==> src/rtl/cache_control_d.sv <==
// Control FSM for the two-way write-back L1 data cache: hit response, dirty
// victim writeback, line allocate with replay, plus saturating perf counters.
module cache_control_d #(
  parameter int COUNT_WIDTH = 16
) (
  input  logic                   clk,
  input  logic                   reset,
  input  logic                   mem_read,
  input  logic                   mem_write,
  input  logic                   hit,
  input  logic                   dirty,
  input  logic                   pmem_resp,
  input  logic                   clear_counters,
  output logic                   mem_resp,
  output logic                   pmem_read,
  output logic                   pmem_write,
  output logic                   sel_way_mux,
  output logic                   pmem_mux_sel,
  output logic                   busy,
  output logic [COUNT_WIDTH-1:0] hit_count,
  output logic [COUNT_WIDTH-1:0] miss_count,
  output logic [COUNT_WIDTH-1:0] wb_count
);

  typedef enum logic [1:0] {
    IDLE      = 2'd0,
    WRITEBACK = 2'd1,
    ALLOCATE  = 2'd2
  } state_t;

  state_t state;
  logic   replay;
  logic   req;
  logic   miss_start;
  logic   wb_start;
  logic   hit_event;

  function automatic logic [COUNT_WIDTH-1:0] sat_inc(
    input logic [COUNT_WIDTH-1:0] v,
    input logic                   en
  );
    if (en && (v != {COUNT_WIDTH{1'b1}}))
      return v + {{(COUNT_WIDTH-1){1'b0}}, 1'b1};
    return v;
  endfunction

  // A simultaneous read and write is a single access.
  assign req        = mem_read | mem_write;
  assign mem_resp   = (state == IDLE) & req & hit;
  assign miss_start = (state == IDLE) & req & ~hit;
  assign wb_start   = miss_start & dirty;
  assign hit_event  = mem_resp & ~replay;

  always_ff @(posedge clk) begin
    if (!reset) begin
      state        <= IDLE;
      replay       <= 1'b0;
      pmem_read    <= 1'b0;
      pmem_write   <= 1'b0;
      sel_way_mux  <= 1'b0;
      pmem_mux_sel <= 1'b0;
      busy         <= 1'b0;
      hit_count    <= '0;
      miss_count   <= '0;
      wb_count     <= '0;
    end else begin
      if (clear_counters) begin
        hit_count  <= '0;
        miss_count <= '0;
        wb_count   <= '0;
      end else begin
        hit_count  <= sat_inc(hit_count, hit_event);
        miss_count <= sat_inc(miss_count, miss_start);
        wb_count   <= sat_inc(wb_count, wb_start);
      end

      // Moore outputs are registered alongside the state they belong to.
      case (state)
        IDLE: begin
          if (mem_resp || !req)
            replay <= 1'b0;
          if (miss_start) begin
            busy        <= 1'b1;
            sel_way_mux <= 1'b1;
            if (dirty) begin
              state        <= WRITEBACK;
              pmem_write   <= 1'b1;
              pmem_mux_sel <= 1'b1;
            end else begin
              state     <= ALLOCATE;
              pmem_read <= 1'b1;
            end
          end
        end
        WRITEBACK: begin
          if (pmem_resp) begin
            state        <= ALLOCATE;
            pmem_write   <= 1'b0;
            pmem_mux_sel <= 1'b0;
            pmem_read    <= 1'b1;
          end
        end
        ALLOCATE: begin
          if (pmem_resp) begin
            state       <= IDLE;
            replay      <= 1'b1;
            pmem_read   <= 1'b0;
            sel_way_mux <= 1'b0;
            busy        <= 1'b0;
          end
        end
        default: begin
          state        <= IDLE;
          pmem_read    <= 1'b0;
          pmem_write   <= 1'b0;
          sel_way_mux  <= 1'b0;
          pmem_mux_sel <= 1'b0;
          busy         <= 1'b0;
        end
      endcase
    end
  end

endmodule

==> config.mk <==
export PLATFORM = sky130hd
export DESIGN_NAME = cache_control_d
export DESIGN_NICKNAME = d
export VERILOG_FILES = /design/src/rtl/cache_control_d.sv
export SDC_FILE = /design/constraint.sdc
export NUM_CORES = 1
export LEC_CHECK = 0
export CORE_MARGIN = 1
export CORE_UTILIZATION = 55
export CTS_CLUSTER_DIAMETER = 100
export DETAILED_ROUTE_END_ITERATION = 8
export DONT_BUFFER_PORTS = 1
export HOLD_SLACK_MARGIN = 0.02
export PLACE_DENSITY = 0.68
export SYNTH_ARGS = -nofsm -noshare
export SYNTH_HDL_FRONTEND = slang
export SYNTH_SLANG_ARGS = --single-unit
==> constraint.sdc <==
create_clock -name clk -period 4.7 [get_ports clk]
set_input_delay 0.94 -clock clk [delete_from_list [all_inputs] [get_ports clk]]
set_output_delay 0.94 -clock clk [all_outputs]
set_load 0.05 [all_outputs]
# == Yosys cells after proc, flatten, opt, wreduce, memory -nomap -nowiden ==
# Index checks and enable logic that the tools add are counted.
# totals
ff_bits,54
latch_bits,0
mem_bits_rw,0
romBits,0
input_bits,8
output_inout_bits,54
word_cells,75
memories,0
# classes
addsub,3
n_mul,0
div,0
magnitude_cmp,0
eq_ne,11
shift,0
muxes,29
n_bitwise,11
reduce_logical,13
# op_table
cell,count
16-bit by 1-bit adder with 16-bit output (second input constant),3
16-bit two-way mux,3
16-bit != test (second input constant),3
1-bit two-way mux,17
2-bit != test (second input constant),5
1-bit one-hot mux with 3 select lines,3
3-bit AND reduction,3
2-bit two-way mux,4
4-bit AND reduction,2
2-bit one-hot mux with 3 select lines,1
1-bit AND,5
1-bit NOT,5
1-bit logical AND,3
2-bit by 1-bit equality test with 1-bit output (second input constant),1
2-bit equality test (second input constant),1
2-bit zero test,1
2-bit by 1-bit != test with 1-bit output (second input constant),1
1-bit one-hot mux with 2 select lines,1
2-bit nonzero test,1
2-bit OR reduction,1
1-bit zero test,1
1-bit logical OR,1
1-bit bitwise OR,1

# == Depth between registers and ports, before layout ==
# logic_depth
depth_word,8
ltp_mapped,7
ltp_nobuf,5

# == Least setup slack after synthesis ==
# Ideal clock, no wire load.
# synth_timing
path_type,in2out
startpoint,input port hit
endpoint,output port mem_resp
arrival_ps,2084
t_required_ps,3760
setup_slack_ps,1676
path_stages,2
n_path_buf,0
cell_sequence,inv_1 -> nor3_1
# synth_between
elab_chain_len,1
# synth_rtl
item,line_no,source
"start, declared",10,"input logic hit,"
1-bit AND,49,assign mem_resp = (state == IDLE) & req & hit;
"end, declared",14,"output logic mem_resp,"
# Every way passes these cells.

# == Final worst setup path ==
# layout_timing
startpoint,register hit_count[3]
endpoint,register hit_count[7]
# layout_between
elab_chain_len,5
elab_cells_between_ends,7
classes_between,add/sub (1); eq/ne (1); mux (4); reduce/logical (1)
# layout_rtl
item,line_no,source
"start, declared",20,"output logic [COUNT_WIDTH-1:0] hit_count,"
"start signal, assigned",72,"hit_count <= sat_inc(hit_count, hit_event);"
branches (longest 5 deep; another with 16-bit by 1-bit adder with 16-bit output),-,
# Several ways; the timed one is not identified. The select of a mux whose other input is x is not followed.
# A chain may end at the register's enable or synchronous reset.

==> metrics.yaml <==
logic_synthesis:
  ys_ff_latch: 54
  synth_edf_count: 0
  synth_most_common_cell: "dfxtp_1"
  yosysSeqAreaShare: 0.3745
  ys.warnings.count: 0
  yosysTopAreaCellShare: 0.3745
  synth_top_cell_by_area: "dfxtp_1"
  synthesis.nets: 360
  yosys-top-cells-area: "dfxtp_1, or4_1, a21oi_1"
  ys_types: 44
  synth_common_cells: "dfxtp_1, a21oi_1, nand2_1"
  postSynthCellCount: 349
  mappedNetlistArea_um2: 2887
  async_reset_ff_frac: 0
  syn_avg_cell_area_um2: 8.271
  synthFlopType: "dfxtp_1"
grt:
  grt_pass1_wl_um: 10930
  grt_pass1_vias: 2361
  track_usage: 0.2509
  antenna_found_initial: 0
  grt_max_degree: 38
  gr-total-overflow: 0
sta:
  fmax_mhz: 407.0
  final_max_slew_viol_count: 0
  worst_pin_slew_ps: 1030
  rsz0062_at_grt: "false"
  period_share: 0.5227
  min_period_ps: 2457
  fin_setup_tns_ps: 0
  finalClockSkew_ps: 10.73
  relSlewSlack: 0.3071
  timing.hold.ws_ps: 557.4
  final-setup-viol-count: 0
  hold_viol: 0
routing:
  drt-total-wl_um: 6753
  wl_per_cell_um: 16.51
  vias_per_cell: 6.584
  dr.pass1.iters: 4
  drt_iter0_drc: 156
  drtAntennaViolNets: 0
  vias: 2693
  drc: 0
floorplan:
  dieWidth_um: 74.45
  core_um2: 5075
  pin_count: 62
  dieArea_um2: 5542
  rows: 26
  dieHeight_um: 74.45
  initial_core_util: 0.5688
clocking:
  cts_resized: 0
  postCtsSetupBuffers: 0
  cts_buffers: 5
  tritoncts: "done"
  h-tree-depth: 2
  clock_sink_count: 54
  cts_buffer_depth: 2
  clock-root-buffer: "clkbuf_8"
  clkTransAtPathRegs_ps: 90
  clock_latency_ps: 300
  cts_hold_buffers: 0
setup_path:
  endpoint_kind: "flip-flop"
  rr_worst_depth: 4
  r2r_slack_ps: 2240
  regToRegEndpoint: "hit_count[7]"
  critPathArrivalTime_ps: 2660
  path_cells: "nand4_1 -> nor4_1 -> o311ai_0 -> o41ai_1"
  cp-start-kind: "flip-flop"
  reg2reg_from: "hit_count[3]"
  startpoint: "hit_count[3]"
  cp-endpoint: "hit_count[7]"
  path_buf_inv: 0
  cp_slowest_cell: "nor4_1"
  crit_family: "simple AND/OR/NAND/NOR gates"
  worstSetupPathType: "flip-flop to flip-flop"
  cp.depth: 4
  crit_required_ps: 4900
  critical-path-max-stage-delay_ps: 950
  crit_fanout: 9
placed_design:
  numPortBuffers: 0
  dp_hpwl_um: 4614
  routabilityCongestion: 0.7663
  post_dp_cell_area_um2: 2909
final_layout:
  area_growth_pct: 3.641
  n_antenna_cell: 0
  fin_nets: 351
  final_cell_area_um2: 2992
  layout-drive-gt1-share: 0.04130
power:
  max-vdd-ir-drop_mv: 0.1566
  power_density_nw_per_um2: 266.2
  finalPower_mw: 0.7965
  p_leak_nw: 0.8030
run_status:
  status: "finished clean"
hold_path:
  hold_class: "flip-flop to flip-flop"
run:
  drv_cap: 0
[per-stage QoR]
stage	setup WS, ps	instances	util
5_1_grt	1967	409	0.5895
3_3_place_gp	2096	403	0.5732
2_1_floorplan	1676	349	-
3_5_place_dp	2069	403	0.5732
4_1_cts	2251	409	0.5895
6_report	2243	409	0.5895
[flip-flops by register name (all words and copies together) (netlist names)]
register / count
state: 2
hit_count: 16
busy: 1
pmem_mux_sel: 1
replay: 1
miss_count: 16
pmem_read: 1
wb_count: 16
[layer usage]
layer	GRT usage	part of all wire	up-vias	routed length, um
li1	-	-	1345	-
met1	0.3275	0.46	1272	3126
met2	0.4174	0.46	71	3112
met3	0.07046	0.069	5	465
met4	0.04612	0.0071	0	48
met5	0	0	-	0
[how the worst min path moves through the flow]
stage | cells past startpoint | from | slack, ps | end
5_1_grt | 2 | replay | 590 | replay
6_report | 2 | replay | 560 | replay
3_5_place_dp | 2 | replay | 540 | replay
4_1_cts | 2 | replay | 560 | replay
2_1_floorplan | 2 | replay | 480 | replay
3_3_place_gp | 2 | replay | 530 | replay
[logic make-up after synthesis]
kind of cell	synth area share
and+or+nand+nor	0.3429
AOI/OAI and AO/OA	0.1955
DFF	0.3745
buffers and inverters	0.03944
muxes	0.03468
adders and majority gates	0.01301
[final cells by class]
cell class                 instances  area [um^2]
clock buffer                       6        82.58
sequential                        54         1081
timing repair buffer               4        30.03
multi-input combinational        270         1692
tap                               70        87.58
inverter                           5        18.77
fill                             496         2083
[power by group]
part	switching, mW	total, mW	leakage, nW	internal, mW
clock network	0.144	0.258	0.0431	0.114
registers	0.0255	0.488	0.436	0.463
logic	0.0344	0.0502	0.324	0.0157
[placed cells by master (no fill, tap or decap), drive strengths merged, types with 12 or more instances in the layout]
| master | synthesis | final |
|---|---|---|
| dfxtp | 54 | 54 |
| a21oi | 32 | 32 |
| nand2 | 32 | 32 |
| or4 | 26 | 26 |
| nand3 | 22 | 22 |
| o31ai | 20 | 20 |
| nand4 | 16 | 16 |
| nand2b | 12 | 12 |
| nor4 | 12 | 12 |
| o21ai | 12 | 12 |
[tightest hold or removal path, stage by stage (launching register included)]
cell and delay [ps]:
dfxtp_1 390, a31oi_1 60, nor2_1 90
No activity file was read; power rests on OpenSTA's default activity.
